File: config.mk
export PLATFORM = sky130hd
export DESIGN_NAME = launch_scheduler
export DESIGN_NICKNAME = d
export VERILOG_FILES = /design/src/rtl/launch_scheduler.sv
export SDC_FILE = /design/constraint.sdc
export NUM_CORES = 1
export LEC_CHECK = 0
export ABC_AREA = 1
export BUFFER_PORTS_ARGS = -buffer_cell sky130_fd_sc_hd__buf_2
export CORE_UTILIZATION = 54
export CTS_CLUSTER_DIAMETER = 120
export CTS_CLUSTER_SIZE = 20
export DETAILED_ROUTE_END_ITERATION = 10
export PLACE_DENSITY = 0.76
export REMOVE_ABC_BUFFERS = 1
export SLEW_MARGIN = 0
export SYNTH_ARGS = -nofsm -noshare
export SYNTH_HDL_FRONTEND = slang
export SYNTH_SLANG_ARGS = --single-unit
File: constraint.sdc
create_clock -name clock -period 4.57 [get_ports clock]
set_clock_uncertainty 0.05 [all_clocks]
set_input_delay 1.1425 -clock clock [delete_from_list [all_inputs] [get_ports clock]]
set_output_delay 1.1425 -clock clock [all_outputs]
set_load 0.01 [all_outputs]
File: src/rtl/launch_scheduler.sv
// launch_scheduler
//
// Queues launch commands from the command interpreter and releases them to
// the launch/physics engine one at a time.
//
// Each `queue` pulse stores the current velocity/angle pair in a small
// circular FIFO. A `fire` pulse starts a drain. During a drain the head entry
// is offered on a valid/ready handshake. Every accepted launch is followed by
// a fixed cooldown, so the engine never sees more than one launch in flight.
//
// Parameters
//   DEPTH            FIFO entries, 1..8
//   COOLDOWN_CYCLES  cycles spent cooling down after each accepted launch, >=1
//
// Ports
//   clock            system clock, rising edge
//   reset            synchronous, active-high
//   velocity, angle  current command operands (32 bit each)
//   queue            pulse: push {velocity, angle}
//   fire             pulse: start draining the FIFO
//   launch_ready     engine accepts the presented launch
//   launch_valid     a launch is presented
//   launch_velocity  velocity of the presented (or last presented) launch
//   launch_angle     angle of the presented (or last presented) launch
//   queue_count      number of FIFO entries
//   busy             a drain is in progress (ISSUE or COOLDOWN)
//   overflow         one-cycle pulse after a push was dropped on a full FIFO
//
// Optional feature, macro LAUNCH_DIRECT_FIRE_EN:
//   When the macro is defined, a `fire` with an empty FIFO and no
//   same-cycle `queue` launches the live velocity/angle directly, bypassing
//   the FIFO. When it is undefined, such a `fire` is ignored.

module launch_scheduler #(
  parameter int DEPTH           = 4,
  parameter int COOLDOWN_CYCLES = 1000
) (
  input  logic        clock,
  input  logic        reset,
  input  logic [31:0] velocity,
  input  logic [31:0] angle,
  input  logic        queue,
  input  logic        fire,
  input  logic        launch_ready,
  output logic        launch_valid,
  output logic [31:0] launch_velocity,
  output logic [31:0] launch_angle,
  output logic [3:0]  queue_count,
  output logic        busy,
  output logic        overflow
);

  localparam int          IDX_W   = (DEPTH > 1) ? $clog2(DEPTH) : 1;
  localparam logic [3:0]  DEPTH_L = 4'(DEPTH);
  localparam logic [31:0] COOL_L  = 32'(COOLDOWN_CYCLES);

  typedef enum logic [1:0] {
    IDLE     = 2'd0,
    ISSUE    = 2'd1,
    COOLDOWN = 2'd2
  } state_t;

  state_t             state;
  logic [63:0]        mem [DEPTH];
  logic [IDX_W-1:0]   wr_ptr;
  logic [IDX_W-1:0]   rd_ptr;
  logic [3:0]         count;
  logic [31:0]        cool_cnt;
  // Set while the presented launch came straight from the inputs rather than
  // from the FIFO, so its acceptance must not pop an entry.
  logic               direct;

  logic               push_ok;
  logic               accept;
  logic               pop;
  logic [63:0]        head;

  function automatic logic [IDX_W-1:0] wrap_inc(input logic [IDX_W-1:0] ptr);
    if (ptr == IDX_W'(DEPTH - 1)) begin
      return '0;
    end
    return ptr + 1'b1;
  endfunction

  always_comb begin
    push_ok = queue && (count < DEPTH_L);
    accept  = (state == ISSUE) && launch_valid && launch_ready;
    pop     = accept && !direct;
    head    = mem[rd_ptr];
  end

  assign queue_count = count;

  always_ff @(posedge clock) begin
    if (reset) begin
      state           <= IDLE;
      wr_ptr          <= '0;
      rd_ptr          <= '0;
      count           <= '0;
      cool_cnt        <= '0;
      direct          <= 1'b0;
      launch_valid    <= 1'b0;
      launch_velocity <= '0;
      launch_angle    <= '0;
      busy            <= 1'b0;
      overflow        <= 1'b0;
    end else begin
      // A full FIFO rejects the push even if the head is popped this cycle.
      overflow <= queue && (count == DEPTH_L);

      if (push_ok) begin
        mem[wr_ptr] <= {velocity, angle};
        wr_ptr      <= wrap_inc(wr_ptr);
      end
      if (pop) begin
        rd_ptr <= wrap_inc(rd_ptr);
      end
      count <= count + 4'(push_ok) - 4'(pop);

      case (state)
        IDLE: begin
          if (fire && ((count != 4'd0) || queue)) begin
            state        <= ISSUE;
            busy         <= 1'b1;
            launch_valid <= 1'b1;
            // With an empty FIFO the same-cycle push becomes the head.
            if (count != 4'd0) begin
              {launch_velocity, launch_angle} <= head;
            end else begin
              {launch_velocity, launch_angle} <= {velocity, angle};
            end
          end
`ifdef LAUNCH_DIRECT_FIRE_EN
          else if (fire) begin
            state           <= ISSUE;
            busy            <= 1'b1;
            launch_valid    <= 1'b1;
            direct          <= 1'b1;
            launch_velocity <= velocity;
            launch_angle    <= angle;
          end
`endif
        end

        ISSUE: begin
          if (launch_ready) begin
            state        <= COOLDOWN;
            launch_valid <= 1'b0;
            direct       <= 1'b0;
            cool_cnt     <= COOL_L;
          end
        end

        COOLDOWN: begin
          // Leaving on the count of 1 puts the next rising edge of
          // launch_valid exactly COOLDOWN_CYCLES edges after the accept.
          if (cool_cnt <= 32'd1) begin
            cool_cnt <= '0;
            if (count != 4'd0) begin
              state                           <= ISSUE;
              launch_valid                    <= 1'b1;
              {launch_velocity, launch_angle} <= head;
            end else begin
              state <= IDLE;
              busy  <= 1'b0;
            end
          end else begin
            cool_cnt <= cool_cnt - 32'd1;
          end
        end

        default: begin
          state        <= IDLE;
          busy         <= 1'b0;
          launch_valid <= 1'b0;
        end
      endcase
    end
  end

endmodule

# == Word-level counts from Yosys, hierarchy flattened ==
# Memories as Yosys holds them, arrays and structs flattened. A register that Yosys moved wholly into a read port is not among the register bits.
# Cells that the tools add are included.
# classes
bitwise,1
mux,41
n_addsub,5
reduce_logical,15
order_cmp,2
eq_ne,10
# op_table
op,n
2-to-1 mux 32 bit,10
one-hot mux 32 bit (2 select lines),3
"<= comparator 32 x 1 -> 1 bit, second input constant",1
"subtractor 32 x 1 -> 32 bit, second input constant",1
2-to-1 mux 2 bit,9
2-to-1 mux 1 bit,16
AND reduction 4 bit,3
"!= test 2 bit, second input constant",5
"equality test 2 bit, second input constant",3
one-hot mux 1 bit (3 select lines),2
one-hot mux 2 bit (3 select lines),1
logical AND 1 bit,5
"adder 2 x 1 -> 2 bit, second input constant",2
adder 4 x 1 -> 4 bit,1
"equality test 4 x 3 -> 1 bit, second input constant",1
"< comparator 4 x 3 -> 1 bit, second input constant",1
nonzero test 2 bit,2
nonzero test 4 bit,1
subtractor 4 x 1 -> 4 bit,1
AND reduction 3 bit,1
"equality test 2 x 1 -> 1 bit, second input constant",1
logical NOT 2 bit,1
AND reduction 2 bit,1
logical OR 1 bit,1
NOT 1 bit,1
# word_totals
word_cells,85
mem_count,1
reg_bits,109
ramBits,256
out_inout_bits,71
# memory_table
name,depth,width,read_ports,rd_ports_with_merged_regs,write_ports,line,rtl
mem,4,64,1,1,1,64,logic [63:0] mem [DEPTH];

# == Logic depth before layout (Yosys ltp) ==
# logic_depth
word_depth,8
ltp_mapped,14
ltp_nobuf,12

# == Worst setup path after synthesis ==
# Ideal clock, no wire load.
# synth_timing
path_type,input port to flip-flop
start,input port reset
end,"memory mem[0][0], enable pin"
required_ns,4.034
slack_ns,-0.010
setup_ns,0.486
path_stages,3
t_arrival_ns,4.043
path_cell_list,inv_2 nand3_1 nor2_1
# synth_between
elab_chain_cells,2
# synth_lines
item,line,rtl
"start, declared",39,"input logic reset,"
2-to-1 mux 1 bit,95,if (reset) begin
2-to-1 mux 1 bit (not written as such),112,"mem[wr_ptr] <= {velocity, angle};"
"end, declared",64,
# No other way between the ends.

==> flow_summary.toml <==
[cts]
postCtsSetupBuffers = 0
cts-hold-fix-buffers = 0
clock_latency_ns = 0.53
cts_buffers = 22
ctsHtreeMaxLevel = 1
max-clock-path-buffers = 3
cts.sinks = 367
cts_tree = "yes"
cts_root_buf = "clkbuf_16"
clk_pin_slew_ns = 0.08
cts_resized = 0

[logic_synthesis]
synth.cell_area_um2 = 15800
yosys_register_bits = 367
yosys.area.top_type = "edfxtp_1"
synth_area_leaders = "edfxtp_1 49%, dfxtp_1 14%, nor2_1 11%"
yosysSeqAreaShare_pct = 62.7
yosys.cell_types.count = 33
synth_top_area_share_pct = 48.6
ys.flop_type = "edfxtp_1"
synth-async-reset-ratio_pct = 0
yosysWarningCount = 0
synth_edf_count = 256
syn_inst = 1692
syn_avg_cell_area_um2 = 9.34

[setup_path]
path_max_fanout = 71
reg2regPathDepth = 8
crit_path_start_kind = "register"
criticalPathCategory = "register to register"
endpoint_kind = "register"
required_ns = 4.98
arrival_ns = 3.47

[drt]
routedWlPerCell_um = 16.2
drt_iter0_drc = 1242
drt.antenna.violating_nets = 0
via_per_inst = 5.40
drtPass1Iterations = 5
wirelength_um = 35400
vias = 11827
drc = 0

[timing]
slew_headroom_pct = 28.4
rsz0062_at_grt = "no"
worst_pin_slew_ns = 1.07
finalSetupViolCount = 0
finalHoldViolCount = 0
setup_ws_ns = 1.52
finalCriticalPeriod_ns = 3.05
fmax_mhz = 327
period_share_pct = 66.8
slew_violations = 0

[die]
die-area_um2 = 29900
fp.dieW_um = 173
rows = 62
start_util_pct = 54.9
die_y_um = 173
core_um2 = 28800
num_io_pins = 140

[placement]
dp_slack_ns = 1.46
port-buffer-count = 139
gp_congestion = 0.903
place_area_um2 = 16800
hpwlAfterDp_um = 21100

[grt]
grt_pass1_wl_um = 57400
gr-total-overflow = 0
grt_max_degree = 97
antenna_found_initial = 4
grt_util_all_layers_pct = 23.6
grt_pass1_vias = 11129

[power]
ir_drop_mv = 0.364
power_density_nw_per_um2 = 563
total_power_mw = 9.84
power_leakage_nw = 7.02

[cells_and_area]
syn_to_final_growth_pct = 10.6
design_area_um2 = 17500
final_nets = 1868
drive_above_1_share_pct = 11.8
final_cell_mix = "448 x nor2_1, 256 x edfxtp_1, 171 x nand2_1, 165 x o21ai_0, 139 x buf_2"
final_common_cell = "nor2_1"
fin_util_pct = 60.7

[run]
max-cap-violations = 0

[run_status]
outcome = "finished, final reports clean"

[hold_path]
hp-class = "register to register"
hold_depth = 2
-- final cells by class --
class | count | area, um2
Tap cell | 384 | 480
Multi-Input combinational cell | 1102 | 5010
Clock inverter | 1 | 16.3
Inverter | 130 | 488
Antenna cell | 5 | 12.5
Clock buffer | 39 | 636
Timing Repair Buffer | 162 | 918
Fill cell | 2379 | 11300
Sequential cell | 367 | 9920
-- cell usage after synthesis (3+ instances only) --
cell type  number
dfxtp_1       111
buf_1          17
buf_6           6
o21ai_0       165
nand2_1       173
edfxtp_1      256
xor2_1          9
inv_1         125
a21oi_1       103
buf_2          33
nor2_1        452
inv_2           5
nand3b_1        3
nor2_2          9
o21bai_1        4
ha_1           13
nand4_1         8
nand3_1       104
o21ai_1        40
nor3_1          4
clkbuf_1       33
or2_2           3
buf_4           4
-- worst max-delay path, stage by stage, from the launching register on --
cell and delay [ns]:
dfxtp_4 0.55, inv_2 0.89, buf_4 0.61, o21ai_0 0.18
o21ai_1 0.23, a21oi_1 0.10, nand3_1 0.12, nand2_1 0.07
nor2_1 0.12
-- final timing paths --
kind	from	end	slack, ns
setup reg to reg	register	launch_angle[15]	1.52
hold reg to reg	launch_velocity[22]	launch_velocity[22]	0.43
setup / recovery	register	launch_angle[15]	1.52
hold / removal	launch_velocity[22]	launch_velocity[22]	0.43
-- layer usage --
metal  up-vias  part of all wire, %  track usage [%]
li1       5806                    -                -
met2       380                   49             41.0
met1      5597                   43             31.5
met5         -                    0                0
met4         0                  1.8             5.79
met3        44                  5.7             3.06
-- registers in the layout (all words and copies together), names as in the netlist, named ones only --
name             count
mem                256
cool_cnt            32
launch_angle        32
launch_velocity     32
queue_count          4
rd_ptr               2
state                2
wr_ptr               2
busy                 1
launch_valid         1
overflow             1
-- logic make-up (layout without fill, tap and decap cells) --
family	Yosys count	count (layout)	synth area share, %
xor+xnor	10	10	0.554
compound gates	321	321	10.4
flops	367	367	62.7
other cells	0	5	0
simple gates	757	757	19.2
buf+inv	223	332	5.94
fa+ha+maj	14	14	1.16
-- metrics by stage --
stage	std cells	hold slack, ns	TNS, ns
floorplan	1599	0.410	-173.49
global placement	2145	0.407	0
detailed placement	2145	0.415	0
CTS	2185	0.434	0
global route	2186	0.453	0
finish	2190	0.428	0
-- power breakdown --
group | internal, mW | switching, mW | total [mW]
sequential | 4.02 | 0.240 | 4.26
combinational | 1.20 | 2.37 | 3.57
clock | 0.957 | 1.05 | 2.01
No activity file was read; power rests on OpenSTA's default activity.
